--- config.mk ---
export PLATFORM = sky130hd
export DESIGN_NAME = pmem_arbiter
export DESIGN_NICKNAME = d
export VERILOG_FILES = /design/src/rtl/cache_types.sv /design/src/rtl/pmem_arbiter.sv
export SDC_FILE = /design/constraint.sdc
export NUM_CORES = 1
export LEC_CHECK = 0
export CAP_MARGIN = 20
export CORE_AREA = 2 2 536 538
export DETAILED_ROUTE_END_ITERATION = 6
export DIE_AREA = 0 0 538 540
export MAX_ROUTING_LAYER = met4
export PLACE_DENSITY = 0.33
export SYNTH_ARGS = -nofsm -noshare
export SYNTH_HDL_FRONTEND = slang
export SYNTH_SLANG_ARGS = --single-unit
--- constraint.sdc ---
create_clock -name clk -period 2.8 [get_ports clk]
set_clock_uncertainty 0.05 [all_clocks]
set_input_delay 0.28 -clock clk [delete_from_list [all_inputs] [get_ports clk]]
set_output_delay 0.28 -clock clk [all_outputs]
set_load 0.03 [all_outputs]
--- src/rtl/cache_types.sv ---
// Types shared by the cache-side memory logic: arbiter FSM states, line owner,
// and default line/address widths.
package cache_types;

   localparam int unsigned DEF_LINE_W = 256;
   localparam int unsigned DEF_ADDR_W = 32;

   typedef enum logic [1:0] {
      IDLE,
      BUSY_I,
      BUSY_D,
      DONE
   } arb_state_t;

   typedef enum logic {
      OWN_I,
      OWN_D
   } arb_owner_t;

endpackage

--- src/rtl/pmem_arbiter.sv ---
// Shares one cacheline-wide physical-memory port between the I-cache and D-cache.
// D side has priority; a streak counter bounds how long a waiting I read can be starved.
module pmem_arbiter
   import cache_types::*;
#(
   parameter int unsigned LINE_W       = DEF_LINE_W,
   parameter int unsigned ADDR_W       = DEF_ADDR_W,
   parameter int unsigned MAX_D_STREAK = 4
) (
   input  logic              clk,
   input  logic              rst_n,
   input  logic              i_read,
   input  logic [ADDR_W-1:0] i_address,
   output logic [LINE_W-1:0] i_rdata,
   output logic              i_resp,
   input  logic              d_read,
   input  logic              d_write,
   input  logic [ADDR_W-1:0] d_address,
   input  logic [LINE_W-1:0] d_wdata,
   output logic [LINE_W-1:0] d_rdata,
   output logic              d_resp,
   output logic              pmem_read,
   output logic              pmem_write,
   output logic [ADDR_W-1:0] pmem_address,
   output logic [LINE_W-1:0] pmem_wdata,
   input  logic [LINE_W-1:0] pmem_rdata,
   input  logic              pmem_resp
);

   localparam logic [3:0] STREAK_MAX = 4'(MAX_D_STREAK);

   arb_state_t        state_q, state_d;
   logic [3:0]        streak_q, streak_d;
   logic              rd_q, rd_d;
   logic              wr_q, wr_d;
   logic [ADDR_W-1:0] addr_q, addr_d;
   logic [LINE_W-1:0] wdata_q, wdata_d;
   logic [LINE_W-1:0] i_rdata_q, i_rdata_d;
   logic [LINE_W-1:0] d_rdata_q, d_rdata_d;
   logic              i_resp_q, i_resp_d;
   logic              d_resp_q, d_resp_d;
   arb_owner_t        winner;

   // D wins unless I is waiting and D has already used up its allowed streak.
   function automatic arb_owner_t pick_winner(input logic       i_req,
                                              input logic       d_req,
                                              input logic [3:0] streak);
      arb_owner_t owner;
      if (d_req && !(i_req && (streak == STREAK_MAX))) begin
         owner = OWN_D;
      end else begin
         owner = OWN_I;
      end
      return owner;
   endfunction

   assign winner = pick_winner(i_read, d_read || d_write, streak_q);

   always_comb begin
      state_d   = state_q;
      streak_d  = streak_q;
      rd_d      = rd_q;
      wr_d      = wr_q;
      addr_d    = addr_q;
      wdata_d   = wdata_q;
      i_rdata_d = i_rdata_q;
      d_rdata_d = d_rdata_q;
      i_resp_d  = 1'b0;
      d_resp_d  = 1'b0;

      unique case (state_q)
         IDLE: begin
            if (i_read || d_read || d_write) begin
               if (winner == OWN_D) begin
                  state_d = BUSY_D;
                  rd_d    = !d_write;
                  wr_d    = d_write;
                  addr_d  = d_address;
                  wdata_d = d_wdata;
                  if (!i_read) begin
                     streak_d = '0;
                  end else if (streak_q != STREAK_MAX) begin
                     streak_d = streak_q + 4'd1;
                  end
               end else begin
                  state_d  = BUSY_I;
                  rd_d     = 1'b1;
                  wr_d     = 1'b0;
                  addr_d   = i_address;
                  wdata_d  = '0;
                  streak_d = '0;
               end
            end
         end
         BUSY_I, BUSY_D: begin
            if (pmem_resp) begin
               rd_d    = 1'b0;
               wr_d    = 1'b0;
               state_d = DONE;
               if (state_q == BUSY_I) begin
                  i_rdata_d = pmem_rdata;
                  i_resp_d  = 1'b1;
               end else begin
                  // A write-back completes without disturbing the last line read.
                  if (!wr_q) begin
                     d_rdata_d = pmem_rdata;
                  end
                  d_resp_d = 1'b1;
               end
            end
         end
         DONE: begin
            state_d = IDLE;
         end
         default: begin
            state_d = IDLE;
         end
      endcase
   end

   always_ff @(posedge clk or negedge rst_n) begin
      if (!rst_n) begin
         state_q   <= IDLE;
         streak_q  <= '0;
         rd_q      <= 1'b0;
         wr_q      <= 1'b0;
         addr_q    <= '0;
         wdata_q   <= '0;
         i_rdata_q <= '0;
         d_rdata_q <= '0;
         i_resp_q  <= 1'b0;
         d_resp_q  <= 1'b0;
      end else begin
         state_q   <= state_d;
         streak_q  <= streak_d;
         rd_q      <= rd_d;
         wr_q      <= wr_d;
         addr_q    <= addr_d;
         wdata_q   <= wdata_d;
         i_rdata_q <= i_rdata_d;
         d_rdata_q <= d_rdata_d;
         i_resp_q  <= i_resp_d;
         d_resp_q  <= d_resp_d;
      end
   end

   assign pmem_read    = rd_q;
   assign pmem_write   = wr_q;
   assign pmem_address = addr_q;
   assign pmem_wdata   = wdata_q;
   assign i_rdata      = i_rdata_q;
   assign i_resp       = i_resp_q;
   assign d_rdata      = d_rdata_q;
   assign d_resp       = d_resp_q;

   illegal_d_rd_wr: assert property (@(posedge clk) disable iff (!rst_n) !(d_read && d_write))
      else $warning("pmem_arbiter: d_read and d_write both high, serving the write");

endmodule

==> results.toml, run 1 <==
[run_status]
outcome = "complete, no violations"

[drt]
drc_errors = 0
dr.first_iter.drc_count = 958
vias_per_cell = 3.22
drt-total-wl_microns = 184000
first_pass_iters = 5
detail_route.wl_per_cell_microns = 23.9
ant_nets = 0
via_count = 24800

[finish]
area_growth_pct = 90.2
filler_cell_count = 30700
layout_common_cells = "1379 x clkdlybuf4s50_1, 810 x dfrtp_1, 513 x mux2_2"
final_common_cell = "clkdlybuf4s50_1"
fin_nets = 4329
layout-drive-gt1-share_pct = 20.6

[timing]
setup_violations = 0
relSlewSlack_pct = 52.8
drv_slew = 0
max_freq_ghz = 0.399
layout_setup_ws_ns = 0.294
worst_pin_slew_ns = 0.708
hold_viol = 0
finalCriticalPeriod_ns = 2.51
rsz0062_at_grt = "no"
fin_crit_sh_pct = 89.5
fin_setup_tns_ns = 0

[critical_path]
critPathMaxStageDelay_ns = 0.55
cp_top_family = "buffers and inverters"
slowest_stage = "dlygate4sd3_1"
crit_arrival_ns = 3.21
worst_setup_path_end_kind = "flop"
crit_buf_inv = 3
cp.required_ns = 3.50
cp-start-kind = "flop"
critPathMaxFanout = 35
path_class = "flop to flop"
crit_chain = "inv_1 > ha_1 > and4b_1 > buf_4 > o21ai_0 > a21oi_1 > dlygate4sd3_1"

[logic_synthesis]
synth_seq_cells = 810
synth_cell_types = 33
avgSynthCellArea_sq_um = 15.8
netlist_area_sq_um = 29900
syn_inst = 1890
seq_area_frac_synth_pct = 67.8
ys_warn_count = 0
synth_fp_nets = 2476

[cts]
cts_tree = "built"
root_buffer = "clkbuf_16"
cts_setup_buffers = 0
clk_pin_slew_ns = 0.06
clock_path_buffers = 4
numCtsBuffers = 110
cts_sinks = 810
clock_latency_ns = 0.81
htreeDepth = 3

[floorplan]
initial_core_util_pct = 10.5
dieWidth_microns = 538
core.rowCount = 196
fp.coreArea_sq_um = 284000
dieArea_sq_um = 291000
io-pin-count = 1386
fp.dieH_microns = 540

[global_route]
overflow = 0
gr-usage-met2_pct = 19.8
grt_max_degree = 113
grtUsageMet1_pct = 14.5
met3_usage_pct = 5.79
busiest_layer = "met2"
grt_pass1_vias = 26600
grt_pass1_wl_microns = 245000
grt_usage_pct = 12.6
antenna_found_initial = 142

[power_and_ir_drop]
p_switching_w = 0.0324
p_per_area_nw_per_um2 = 1340
ir_worst_vdd_v = 0.000667
seq_power_share_pct = 28.0
pwr-share-clk_pct = 18.8
p_leak_nw = 22.5
power_frac_comb_pct = 53.3
swShare_pct = 42.6
p_int_w = 0.0436

[placement]
portBuffers = 1385
routabilityCongestion = 0.882
dp_slack_ns = 0.189
hpwl_microns = 149000

[job]
maxCapViolCount = 0

[worst_hold_path]
hold_path.class = "input pin to async pin"
==> power by group through the flow <==
stage,sequential [W],combinational (W),clock [W]
global placement,0.0214,0.0403,0
CTS,0.0214,0.0412,0.0150
global route,0.0220,0.0423,0.0154
detailed placement,0.0215,0.0404,0
floorplan,0.0320,0.00944,0
finish,0.0212,0.0405,0.0143
==> per-layer routing <==
metal / wire length (microns) / vias up / part of all wire (%)
li1: - / 10900 / -
met3: 20300 / 194 / 11
met2: 84400 / 1213 / 46
met4: 3750 / 0 / 2.0
met1: 75600 / 12500 / 41
met5: 0 / - / 0
==> flip-flops by register name, indices dropped and copies added, names as in the netlist <==
name and cells:
i_resp 1, state_q 2, d_resp 1, pmem_wdata 256
pmem_address 32, pmem_read 1, i_rdata 256, streak_q 4
d_rdata 256, pmem_write 1
==> final timing paths <==
kind                                 startpoint          endpoint  slack (ns)  cells past startpoint
worst min-delay path                      rst_n       i_rdata[52]        0.06                      2
worst max-delay path                streak_q[0]  pmem_address[18]        0.29                      7
max in group asynchronous                 rst_n   pmem_wdata[255]        1.56                      3
worst min register to register  pmem_wdata[115]   pmem_wdata[115]        0.45                      1
worst max register to register      streak_q[0]  pmem_address[18]        0.29                      7
min in group clk                  d_address[17]  pmem_address[17]        0.09                      3
==> worst register-to-register path: cells and delay by family (launching register included) <==
kind	cells	cell delay, ns
adder cells (fa/ha/maj)	1	0.17
buffers and inverters	3	1.11
flip-flops	1	0.39
AO/OA/AOI/OAI	2	0.44
AND/OR/NAND/NOR	1	0.28
==> per-stage QoR <==
step                      total power, W  hold WS [ns]  instance area (sq um)  std cells  util [%]
after floorplan                   0.0414       -0.0656                  29900       1890         -
after global placement            0.0617         0.348                  49000       6997      17.2
after detailed placement          0.0618         0.342                  49000       6997      17.2
after CTS                         0.0775      0.000223                  56600       7587      19.9
after global routing              0.0797        0.0351                  56800       7692      20.0
final                             0.0760        0.0610                  56800       7696      20.0
==> cell families after synthesis <==
group	Yosys count	synth area share [%]
muxes	514	19.4
and+or+nand+nor	51	0.783
adders and majority gates	4	0.167
AOI/OAI and AO/OA	368	9.70
buffers and inverters	143	2.16
DFF	810	67.8
==> synthesized netlist by cell type (all sizes together) <==
| cell | number | share of area (%) |
|---|---|---|
| mux2i | 1 | 0.033 |
| a31oi | 33 | 0.69 |
| buf | 81 | 1.4 |
| or2 | 1 | 0.021 |
| nand3 | 1 | 0.017 |
| o2bb2ai | 2 | 0.059 |
| ha | 4 | 0.17 |
| mux2 | 513 | 19 |
| a22o | 256 | 7.5 |
| a222oi | 1 | 0.033 |
| nor2b | 3 | 0.063 |
| a32o | 3 | 0.10 |
| a211o | 1 | 0.029 |
| nor2 | 37 | 0.46 |
| and2 | 2 | 0.042 |
| a31o | 1 | 0.029 |
| a211oi | 1 | 0.025 |
| a21oi | 32 | 0.54 |
| inv | 6 | 0.075 |
| and4b | 1 | 0.033 |
| nor3 | 3 | 0.088 |
| o31a | 1 | 0.029 |
| o211a | 1 | 0.033 |
| nand4b | 1 | 0.029 |
| o31ai | 1 | 0.025 |
| clkbuf | 56 | 0.70 |
| o21ai | 33 | 0.55 |
| nand2 | 2 | 0.025 |
| dfrtp | 810 | 68 |
| a2111oi | 2 | 0.059 |
==> final cells by class <==
| cell class | count | area (sq um) | share of cell area [%] |
|---|---|---|---|
| Inverter | 6 | 22.5 | 0.0396 |
| Sequential cell | 810 | 20300 | 35.7 |
| Clock inverter | 25 | 322 | 0.566 |
| Tap cell | 3762 | 4710 | 8.28 |
| Timing Repair Buffer | 1878 | 19000 | 33.4 |
| Clock buffer | 169 | 3280 | 5.78 |
| Antenna cell | 109 | 273 | 0.480 |
| Multi-Input combinational cell | 937 | 9000 | 15.8 |
==> repair_timing <==
| action | in CTS | in global routing |
|---|---|---|
| hold buffers | 396 | 0 |
| endpoints found under the setup margin | 1 | 0 |
| hold endpoints to repair | 950 | 0 |
| resized for setup | 1 | 0 |
(Power assumes the default switching activity.)
==> inputs of run 2 (changes only) <==
- ABC_AREA: default -> 1
- CORE_AREA: 2 2 536 538 -> 2 2 535 537
- DIE_AREA: 0 0 538 540 -> 0 0 537 539
- PLACE_DENSITY: 0.33 -> 0.34
- clock period: 2.8 -> 2 ns (I/O delays scaled with it)
==> results.toml, run 2 <==
[logic_synthesis]
synth_top_family_by_area = "compound AO/OA/AOI/OAI gates"
async_flop_share_pct = 100
synth-simple-area-share_pct = 12.1
syn_inst = 3338
ys_top_cells_by_count = "890 x nand2_1, 810 x dfrtp_1, 591 x o21ai_0, 590 x inv_1, 178 x o21ai_1"
avgSynthCellArea_sq_um = 9.29
seq_area_frac_synth_pct = 65.4
synth_cell_types = 23
synth_seq_cells = 810
synth_xor_area_share_pct = 0.0283
synth_fp_nets = 3924
muxShareOfSynthArea_pct = 0
yosys-top-cells-area = "dfrtp_1 65%, nand2_1 11%, o21ai_0 9.5%, inv_1 7.1%, o21ai_1 2.9%"
synth_top_area_share_pct = 65.4
netlist_area_sq_um = 31000
synthAdderAreaFrac_pct = 0.161
synth-edff-count = 0
ys_warn_count = 0
synth_compound_area_share_pct = 12.5
yosys.area.top_type = "dfrtp_1"
synthMostInstantiatedCell = "nand2_1"
synth_ff_type = "dfrtp_1"

[drt]
vias_per_cell = 3.32
via_count = 30600
first_pass_iters = 5
drc_errors = 0
ant_nets = 0
drt-total-wl_microns = 208000
dr.first_iter.drc_count = 1597
detail_route.wl_per_cell_microns = 22.5

[critical_path]
rrSetupSlack_ns = 0.12
worst_setup_path_end_kind = "output pin"
r2r_start = "streak_q[0]"
reg2regPathDepth = 9
cp_top_family = "flip-flops"
cp-start-kind = "flop"
reg2reg_to = "pmem_wdata[25]"
slowest_stage = "dfrtp_1"
crit_buf_inv = 1
path_class = "flop to output pin"
crit_chain = "clkdlybuf4s15_1"
critPathMaxStageDelay_ns = 0.46
cp.required_ns = 1.75
crit_arrival_ns = 1.68
critPathMaxFanout = 2

[cts]
htreeDepth = 3
cts_sinks = 810
cts_tree = "built"
numCtsBuffers = 111
clk_pin_slew_ns = 0.06
root_buffer = "clkbuf_16"
clock_latency_ns = 0.83
clock_path_buffers = 4

[run_status]
outcome = "complete, no violations"

[finish]
area_growth_pct = 89.3
final_common_cell = "nand2_1"
seqCellArea_sq_um = 20300
fin_nets = 5907
stdcell_area_sq_um = 58700
layout_common_cells = "887 x nand2_1, 802 x dfrtp_1, 590 x inv_1"
filler_cell_count = 31500
multi_input_area_sq_um = 7720
layout-drive-gt1-share_pct = 10.2

[worst_hold_path]
hold_path_end = "i_rdata[177]"
hold_depth = 3
hold_start = "pmem_rdata[177]"
hold_path.class = "input pin to flop"

[floorplan]
initial_core_util_pct = 10.9
io-pin-count = 1386
core.rowCount = 196
fp.dieH_microns = 539
dieArea_sq_um = 289000
dieWidth_microns = 537
fp.coreArea_sq_um = 284000

[global_route]
grt_usage_pct = 14.4
grt_pass1_vias = 31900
overflow = 0
grt_pass1_wl_microns = 281000
antenna_found_initial = 93
grt_max_degree = 89

[power_and_ir_drop]
p_int_w = 0.0512
p_switching_w = 0.0468
swShare_pct = 47.7
p_leak_nw = 28.5
ir_worst_vdd_v = 0.000869
pwr-share-clk_pct = 20.8
power_frac_comb_pct = 49.8
seq_power_share_pct = 29.4
p_per_area_nw_per_um2 = 1670

[timing]
setup_violations = 0
finalCriticalPeriod_ns = 1.93
holdWs_ns = 0.0432
fin_crit_sh_pct = 96.6
max_freq_ghz = 0.518
relSlewSlack_pct = 60.6
worst_pin_slew_ns = 0.591
drv_slew = 0
hold_viol = 0

[placement]
dpl_cell_area_sq_um = 50100
hpwl_microns = 172000
routabilityCongestion = 0.904
portBuffers = 1385

[job]
maxCapViolCount = 0
## run 2: cell types whose count changed after synthesis, moves of 33 or more
cell / change
nand2_1: +888
a31oi_1: -33
o21ai_0: +558
clkbuf_1: +35
inv_1: +584
nand3_1: +70
o21ai_1: +178
mux2_2: -513
a22o_1: -256
## run 2: per-layer routing
layer | part of all wire (%) | track usage, % | vias up
met5 | 0 | - | -
met2 | 43 | 21.4 | 1274
met4 | 2.1 | 2.90 | 0
met3 | 11 | 5.93 | 235
li1 | - | - | 14400
met1 | 44 | 18.1 | 14700
## run 2: repair_timing
item | CTS | global route
endpoints found under the hold margin | 1578 | 0
cloned | 0 | 0
buffers inserted | 0 | 0
setup endpoints to repair | 705 | 226
gates resized for setup | 1049 | 22
hold buffers | 532 | 0
## run 2: worst max path at each step
stage | startpoint | end | depth (start not counted)
finish | pmem_wdata[8] | pmem_wdata[8] | 1
global route | i_rdata[99] | i_rdata[99] | 1
CTS | pmem_wdata[8] | pmem_wdata[8] | 1
detailed placement | d_write | pmem_address[27] | 9
global placement | d_write | pmem_address[27] | 9
floorplan | state_q[0] | pmem_wdata[100] | 10
## run 2: through the flow
stage                     utilization, %  worst slack, ns  total power, W  TNS (ns)  instances
final                               20.7           0.0688          0.0980         0       9225
after global routing                20.7         -0.00110           0.104  -0.00110       9214
after CTS                           20.6        0.0000246           0.100         0       9164
after detailed placement            17.6          -0.0902          0.0820    -0.756       8438
after global placement              17.6           -0.119          0.0820     -1.20       8438
after floorplan                        -            0.329          0.0532         0       3338
## run 2: worst min-delay path, delay by kind of cell
family,cells,cell delay [ns]
compound gates,1,0.09
buf+inv,2,0.56
## run 2: power by group through the flow
stage	sequential, W	combinational [W]	clock, W
after global placement	0.0291	0.0529	0
after global routing	0.0298	0.0528	0.0219
after detailed placement	0.0292	0.0528	0
final	0.0288	0.0488	0.0204
after floorplan	0.0428	0.0103	0
after CTS	0.0289	0.0500	0.0213
## run 2: cells by family (layout without fill, tap and decap cells)
| family | after synthesis | in the layout |
|---|---|---|
| simple gates | 972 | 972 |
| flops | 810 | 810 |
| buf+inv | 778 | 2842 |
| compound gates | 773 | 773 |
| fa+ha+maj | 4 | 4 |
| xor+xnor | 1 | 1 |
| other cells | 0 | 61 |
## run 2: final cells by class
type                            count  area share, %
Sequential cell                   810           34.6
Timing Repair Buffer             2054           34.0
Multi-Input combinational cell   1750           13.2
Tap cell                         3762           8.02
Clock buffer                      161           5.48
Inverter                          594           3.81
Clock inverter                     33          0.763
Antenna cell                       61          0.260
==> inputs of run 3 (changes only) <==
- SKIP_CTS_REPAIR_TIMING: default -> 1
==> results.toml, run 3 (same netlist as run 2, synthesis figures left out) <==
[worst_hold_path]
hold_depth = 5
hold_path_end = "pmem_address[21]"
hold_start = "i_address[21]"
hold_path.class = "input pin to flop"

[critical_path]
crit_chain = "dlymetal6s2s_1"
reg2reg_to = "pmem_wdata[54]"
cp_top_family = "flip-flops"
critPathMaxFanout = 2
worst_setup_path_end_kind = "output pin"
path_class = "flop to output pin"
worstSetupStartpoint = "pmem_wdata[239]"
critPathMaxStageDelay_ns = 0.46
cp.required_ns = 1.75
reg2regPathDepth = 9
slowest_stage = "dfrtp_1"
crit_buf_inv = 1
crit_arrival_ns = 1.66
r2r_start = "streak_q[0]"
rrSetupSlack_ns = 0.10
cp-start-kind = "flop"

[job]
maxCapViolCount = 0

[timing]
holdWs_ns = -0.00760
worst_pin_slew_ns = 0.599
relSlewSlack_pct = 60.0
setup_violations = 0
fin_crit_sh_pct = 95.5
drv_slew = 0
finalCriticalPeriod_ns = 1.91
layout_setup_ws_ns = 0.0894
max_freq_ghz = 0.523
hold_viol = 2
rsz0062_at_grt = "yes"

[power_and_ir_drop]
p_per_area_nw_per_um2 = 1670
p_total_w = 0.101
p_leak_nw = 35.3
ir_worst_vdd_v = 0.000779

[cts]
clk_pin_slew_ns = 0.05
htreeDepth = 3
cts_tree = "built"
clock_latency_ns = 0.83
clock_path_buffers = 4
numCtsBuffers = 111
root_buffer = "clkbuf_16"
cts_sinks = 810

[floorplan]
core.rowCount = 196
io-pin-count = 1386
dieWidth_microns = 537
fp.dieH_microns = 539
initial_core_util_pct = 10.9
fp.coreArea_sq_um = 284000
dieArea_sq_um = 289000

[placement]
dp_slack_ns = -0.0902
dpl_cell_area_sq_um = 50100
hpwl_microns = 172000
portBuffers = 1385
routabilityCongestion = 0.904
dp.cells = 8438

[drt]
detail_route.wl_per_cell_microns = 22.7
first_pass_iters = 5
dr.first_iter.drc_count = 1536
vias_per_cell = 3.32
ant_nets = 0
drt-total-wl_microns = 208000
via_count = 30500
drc_errors = 0

[finish]
final_common_cell = "nand2_1"
final_cells = 9187
stdcell_area_sq_um = 60400
area_growth_pct = 94.9
layout-drive-gt1-share_pct = 8.43
fin_nets = 5868
filler_cell_count = 31200
fin_util_pct = 21.3
layout_common_cells = "887 x nand2_1, 810 x dfrtp_1, 673 x dlymetal6s2s_1"

[run_status]
violations = "negative hold slack"
outcome = "finished, violations left"

[global_route]
grt_usage_pct = 14.2
grt_pass1_vias = 29500
overflow = 0
grt_max_degree = 89
grt_pass1_wl_microns = 275000
antenna_found_initial = 106
run 3: final cells by class:
class,instances,area (sq um),share of cell area (%)
clock buffers,161,3220,5.32
diodes,62,155,0.257
inverters,594,2240,3.70
repair buffers,2015,21700,35.9
multi-input cells,1750,7720,12.8
well taps,3762,4710,7.79
clock inverters,33,448,0.741
flip-flops and latches,810,20300,33.5
run 3: worst max-delay path by stage:
| stage | slack, ns | endpoint | cells after the start |
|---|---|---|---|
| 4_1_cts | -0.52 | pmem_wdata[238] | 1 |
| 3_5_place_dp | -0.09 | pmem_address[27] | 9 |
| 5_1_grt | -0.02 | pmem_wdata[239] | 1 |
| 2_1_floorplan | 0.33 | pmem_wdata[100] | 10 |
| 6_report | 0.09 | pmem_wdata[239] | 1 |
| 3_3_place_gp | -0.12 | pmem_address[27] | 9 |
run 3: power breakdown:
group | internal, W | total, W | switching [W]
Sequential | 0.0241 | 0.0287 | 0.00461
Combinational | 0.0178 | 0.0517 | 0.0338
Clock | 0.0121 | 0.0204 | 0.00824
Total | 0.0540 | 0.101 | 0.0467
run 3: worst reg2reg max path, cell delays in order (launching register included):
cell and delay (ns):
dfrtp_1 0.38, inv_1 0.09, ha_1 0.21, nand2_1 0.07, inv_1 0.05, nand2_2 0.15
nand3_4 0.18, buf_12 0.21, buf_12 0.23, o21ai_0 0.18
run 3: layer usage:
| metal | up-vias | track usage [%] | part of all wire, % |
|---|---|---|---|
| li1 | 14300 | - | - |
| met3 | 254 | 6.87 | 11 |
| met4 | 0 | 2.63 | 2.0 |
| met2 | 1297 | 21.1 | 43 |
| met1 | 14600 | 17.5 | 44 |
| met5 | - | - | 0 |
run 3: per-stage QoR:
| step | hold slack (ns) | TNS [ns] |
|---|---|---|
| after floorplan | -0.146 | 0 |
| after global placement | 0.311 | -1.20 |
| after detailed placement | 0.314 | -0.756 |
| after CTS | -0.600 | -177.57 |
| after global routing | 0.000923 | -0.0212 |
| final | -0.00760 | 0 |
==> patch 1, RTL diff (settings of run 1) <==
The package constant `DEF_ADDR_W` goes from 32 to 40.
--- a/src/rtl/cache_types.sv
+++ b/src/rtl/cache_types.sv
@@ -4,5 +4,5 @@
 
    localparam int unsigned DEF_LINE_W = 256;
-   localparam int unsigned DEF_ADDR_W = 32;
+   localparam int unsigned DEF_ADDR_W = 40;
 
    typedef enum logic [1:0] {
Interface: changed (resized d_address, i_address and pmem_address); port bits go from 1386 to 1410. No check against the original RTL was run, so the function may have changed too.
==> patch 1 against run 1 <==
- die area stayed put
- critical endpoint is now pmem_wdata[207]
- sequential cell count is 8 higher
- total power up 3.1%
- worst setup slack worse by 0.075 ns
- synthesized area up 1.3%
- sequential share of layout area down 0.53 points
- register-to-register slack better by 0.06 ns
- final area up 2.5%
- routed wire length up 6.0%
- final cell count grew 1.3%
==> patch 1: results (changes against run 1) <==
[setup_path]
path_max_fanout=2  ; -94%
r2r_slack_ns=0.35  ; +0.06 ns
crit_start=pmem_wdata[207]
reg2reg_depth=8  ; +1
rr_endpoint=pmem_address[38]
worstReg2RegStart=state_q[1]
worst_path_max_delay_cell=clkdlybuf4s50_1
slowest_delay_ns=1.05  ; +0.50 ns
cp.arrival_ns=2.25  ; -0.96 ns
crit_end=pmem_wdata[207]

[yosys]
synth_nets=2538  ; +2.5%
ys_types=32  ; -3.0%
ys_seq_area_frac=0.676  ; -0.00180
synth.area.top_cells=dfrtp_1 (68%), mux2_2 (19%), a22o_1 (7.4%), buf_2 (1.3%), a31oi_1 (0.85%)

[placement]
post-place-cells=7054  ; +0.81%
pre_cts_ws_ns=0.239  ; +0.0506 ns
dp_hpwl_um=158000  ; +6.2%
port-buffer-count=1409  ; +1.7%
gp_congestion=0.855  ; -3.2%

[run_status]
status=complete, no violations

[grt]
grt_max_degree=88  ; -22%
grt_pass1_vias=27200  ; +2.3%
grt_pass1_wl_um=258000  ; +5.2%
grt_usage=0.134  ; +0.00768
antenna_found_initial=111  ; -22%

[finish]
fillCellCount=30600  ; -0.24%
bufAreaShareNonClock=0.343  ; +0.00916
diodes=65  ; -40%
clock_buffers=170  ; +0.59%
multi_input_area_um2=9160  ; +1.8%
nNetsFinal=4485  ; +3.6%
n_all_buffers=1974  ; +5.1%
final-clk-cell-share=0.0646  ; +0.00120

[routing]
routed_wl_um=195000  ; +6.0%
vias=25500  ; +2.7%
drt_iter0_markers=921  ; -3.9%
wl_per_cell_um=25.0  ; +4.6%

[clock_tree]
cts_hold_buf=475  ; +20%
clk_latency_ns=0.83  ; +0.02 ns
cts.sinks=818  ; +0.99%

[power]
comb-power_mw=41.9  ; +3%
switching_share=0.431  ; +0.00558
p_leak_nw=23.1  ; +2.8%
pg_clk_mw=15.0  ; +5%
irDropWorstVdd_mv=0.508  ; -24%
p_per_area_nw_per_um2=1340  ; +0.55%

[timing]
max_slew.worst_pin.slew_ns=0.865  ; +0.157 ns
hold_ws_ns=0.0848  ; +0.0238 ns

-- patch 1: changes by cell type after synthesis, sizes merged --
cell / run 1 / this run
a21oi: 32 / 40
a31oi: 33 / 41
buf: 81 / 86
clkbuf: 56 / 57
dfrtp: 810 / 818
nor2: 37 / 45
o21ai: 33 / 41
-- patch 1: through the flow --
stage          utilization  cell area, um2
6_report             0.205           58300
5_1_grt              0.205           58300
4_1_cts              0.204           58100
3_3_place_gp         0.174           49600
3_5_place_dp         0.174           49600
2_1_floorplan            -           30300
-- patch 1: kinds of logic after synthesis --
kind of cell / Yosys count / synth area share
buf+inv: 149 / 0.0218
simple gates: 59 / 0.00872
fa+ha+maj: 4 / 0.00165
mux: 514 / 0.191
flops: 818 / 0.676
compound gates: 392 / 0.100
-- patch 1: routing by layer --
metal,track usage,vias up,share of wire
li1,-,11200,-
met2,0.236,1171,0.51
met5,-,-,0
met1,0.143,12900,0.38
met3,0.0472,249,0.089
met4,0.0269,0,0.022
==> patch 2, RTL diff (config.mk and constraints of run 1) <==
Made on the original files. Put one more register stage on the output `pmem_address`. The value now appears one clock later. The other outputs are not delayed to match.
--- a/src/rtl/pmem_arbiter.sv
+++ b/src/rtl/pmem_arbiter.sv
@@ -147,5 +147,7 @@
    assign pmem_read    = rd_q;
    assign pmem_write   = wr_q;
-   assign pmem_address = addr_q;
+   always_ff @(posedge clk) begin
+      pmem_address <= addr_q;
+   end
    assign pmem_wdata   = wdata_q;
    assign i_rdata      = i_rdata_q;
Check against the original RTL: not equivalent (a bounded check fails within 4 cycles, from zero or initial values and one cycle with rst_n low).
==> patch 2 against run 1 <==
- total power up 1.6%
- critical path type unchanged
- critical path depth up 1
- sequential share of layout area rose by 0.35 points
- routed wire length decreased by 2.7%
- utilization grew 0.43 points
- synthesized cell count is 1.6% higher
- final area grew 2.2%
- sequential power increased by 3%
- synthesized area grew 2.3%
- worst setup slack got worse by 0.084 ns
- non-clock buffer count rose by 49
- sequential cell count grew 32
==> patch 2: results (changes against run 1) <==
[run_status]
status=complete, no violations

[setup_path]
cp.arrival_ns=3.29  ; +0.08 ns
path_max_fanout=20  ; -43%
crit_end=addr_q[4]
reg2reg_depth=8  ; +1
r2r_slack_ns=0.21  ; -0.08 ns

[timing]
max_freq_mhz=386  ; -3.3%
hold_ws_ns=0.0774  ; +0.0165 ns

[yosys]
synthTopCellsByCount=dfrtp_1 (810), mux2_2 (512), a22o_1 (256)
ys_types=34  ; +3.0%
synthArstFlopShare=0.962  ; -0.0380
ys_seq_area_frac=0.684  ; +0.00577

[routing]
vias=24800  ; -0.13%
drtPass1Iterations=7  ; +2
wl_per_cell_um=23.0  ; -3.7%
drt_iter0_markers=753  ; -21%

[finish]
fillCellCount=30700  ; -0.085%
nNetsFinal=4413  ; +1.9%

[clock_tree]
cts_hold_buf=459  ; +16%
ctsResizeCount=0  ; -1

[grt]
grt_max_degree=99  ; -12%
grt_usage=0.122  ; -0.00357
grt_pass1_vias=27300  ; +2.7%
grt_pass1_wl_um=239000  ; -2.4%

[worst_hold_path]
hold_class=in2reg

[placement]
pre_cts_ws_ns=0.192  ; +0.00290 ns

[power]
irDropWorstVdd_mv=0.561  ; -16%
p_leak_nw=22.8  ; +1.5%

-- patch 2: changes by cell type after synthesis, sizes merged --
cell	change
nor2b	-1
buf	+3
mux2	-1
xnor2	+1
dfxtp	+32
clkbuf	-3
-- patch 2: power by group through the flow --
stage | clock [mW] | sequential, mW | combinational, mW
finish | 14.6 | 21.9 | 40.7
CTS | 15.3 | 22.0 | 41.6
detailed placement | 0 | 22.2 | 40.6
global route | 15.8 | 22.7 | 42.6
global placement | 0 | 22.1 | 40.5
floorplan | 0 | 32.7 | 9.58
-- patch 2: per-stage QoR --
step           instance area, um2   util  instances
2_1_floorplan               30600      -       1921
3_3_place_gp                49500  0.174       7014
3_5_place_dp                49500  0.174       7014
4_1_cts                     57800  0.203       7677
5_1_grt                     58100  0.204       7773
6_report                    58100  0.204       7776
-- patch 2: cell type report --
type,instances,area share
clock buffers,167,0.0565
clock inverters,37,0.00700
multi-input cells,936,0.155
flip-flops and latches,842,0.360
inverters,6,0.000388
repair buffers,1927,0.336
well taps,3762,0.0810
diodes,99,0.00427
-- patch 2: cells by family (layout without fill, tap and decap cells) --
logic type | Yosys count | after routing | synth area share
simple gates | 50 | 50 | 0.00745
mux | 513 | 513 | 0.189
xor+xnor | 1 | 1 | 0.000287
buf+inv | 143 | 2137 | 0.0228
fa+ha+maj | 4 | 4 | 0.00164
other cells | 0 | 99 | 0
flops | 842 | 842 | 0.684
compound gates | 368 | 368 | 0.0949
-- patch 2: layer usage --
metal / global-route usage / wire [um]
met5: - / 0
met4: 0.0398 / 5670
met3: 0.0431 / 15700
met2: 0.210 / 89400
met1: 0.130 / 68300
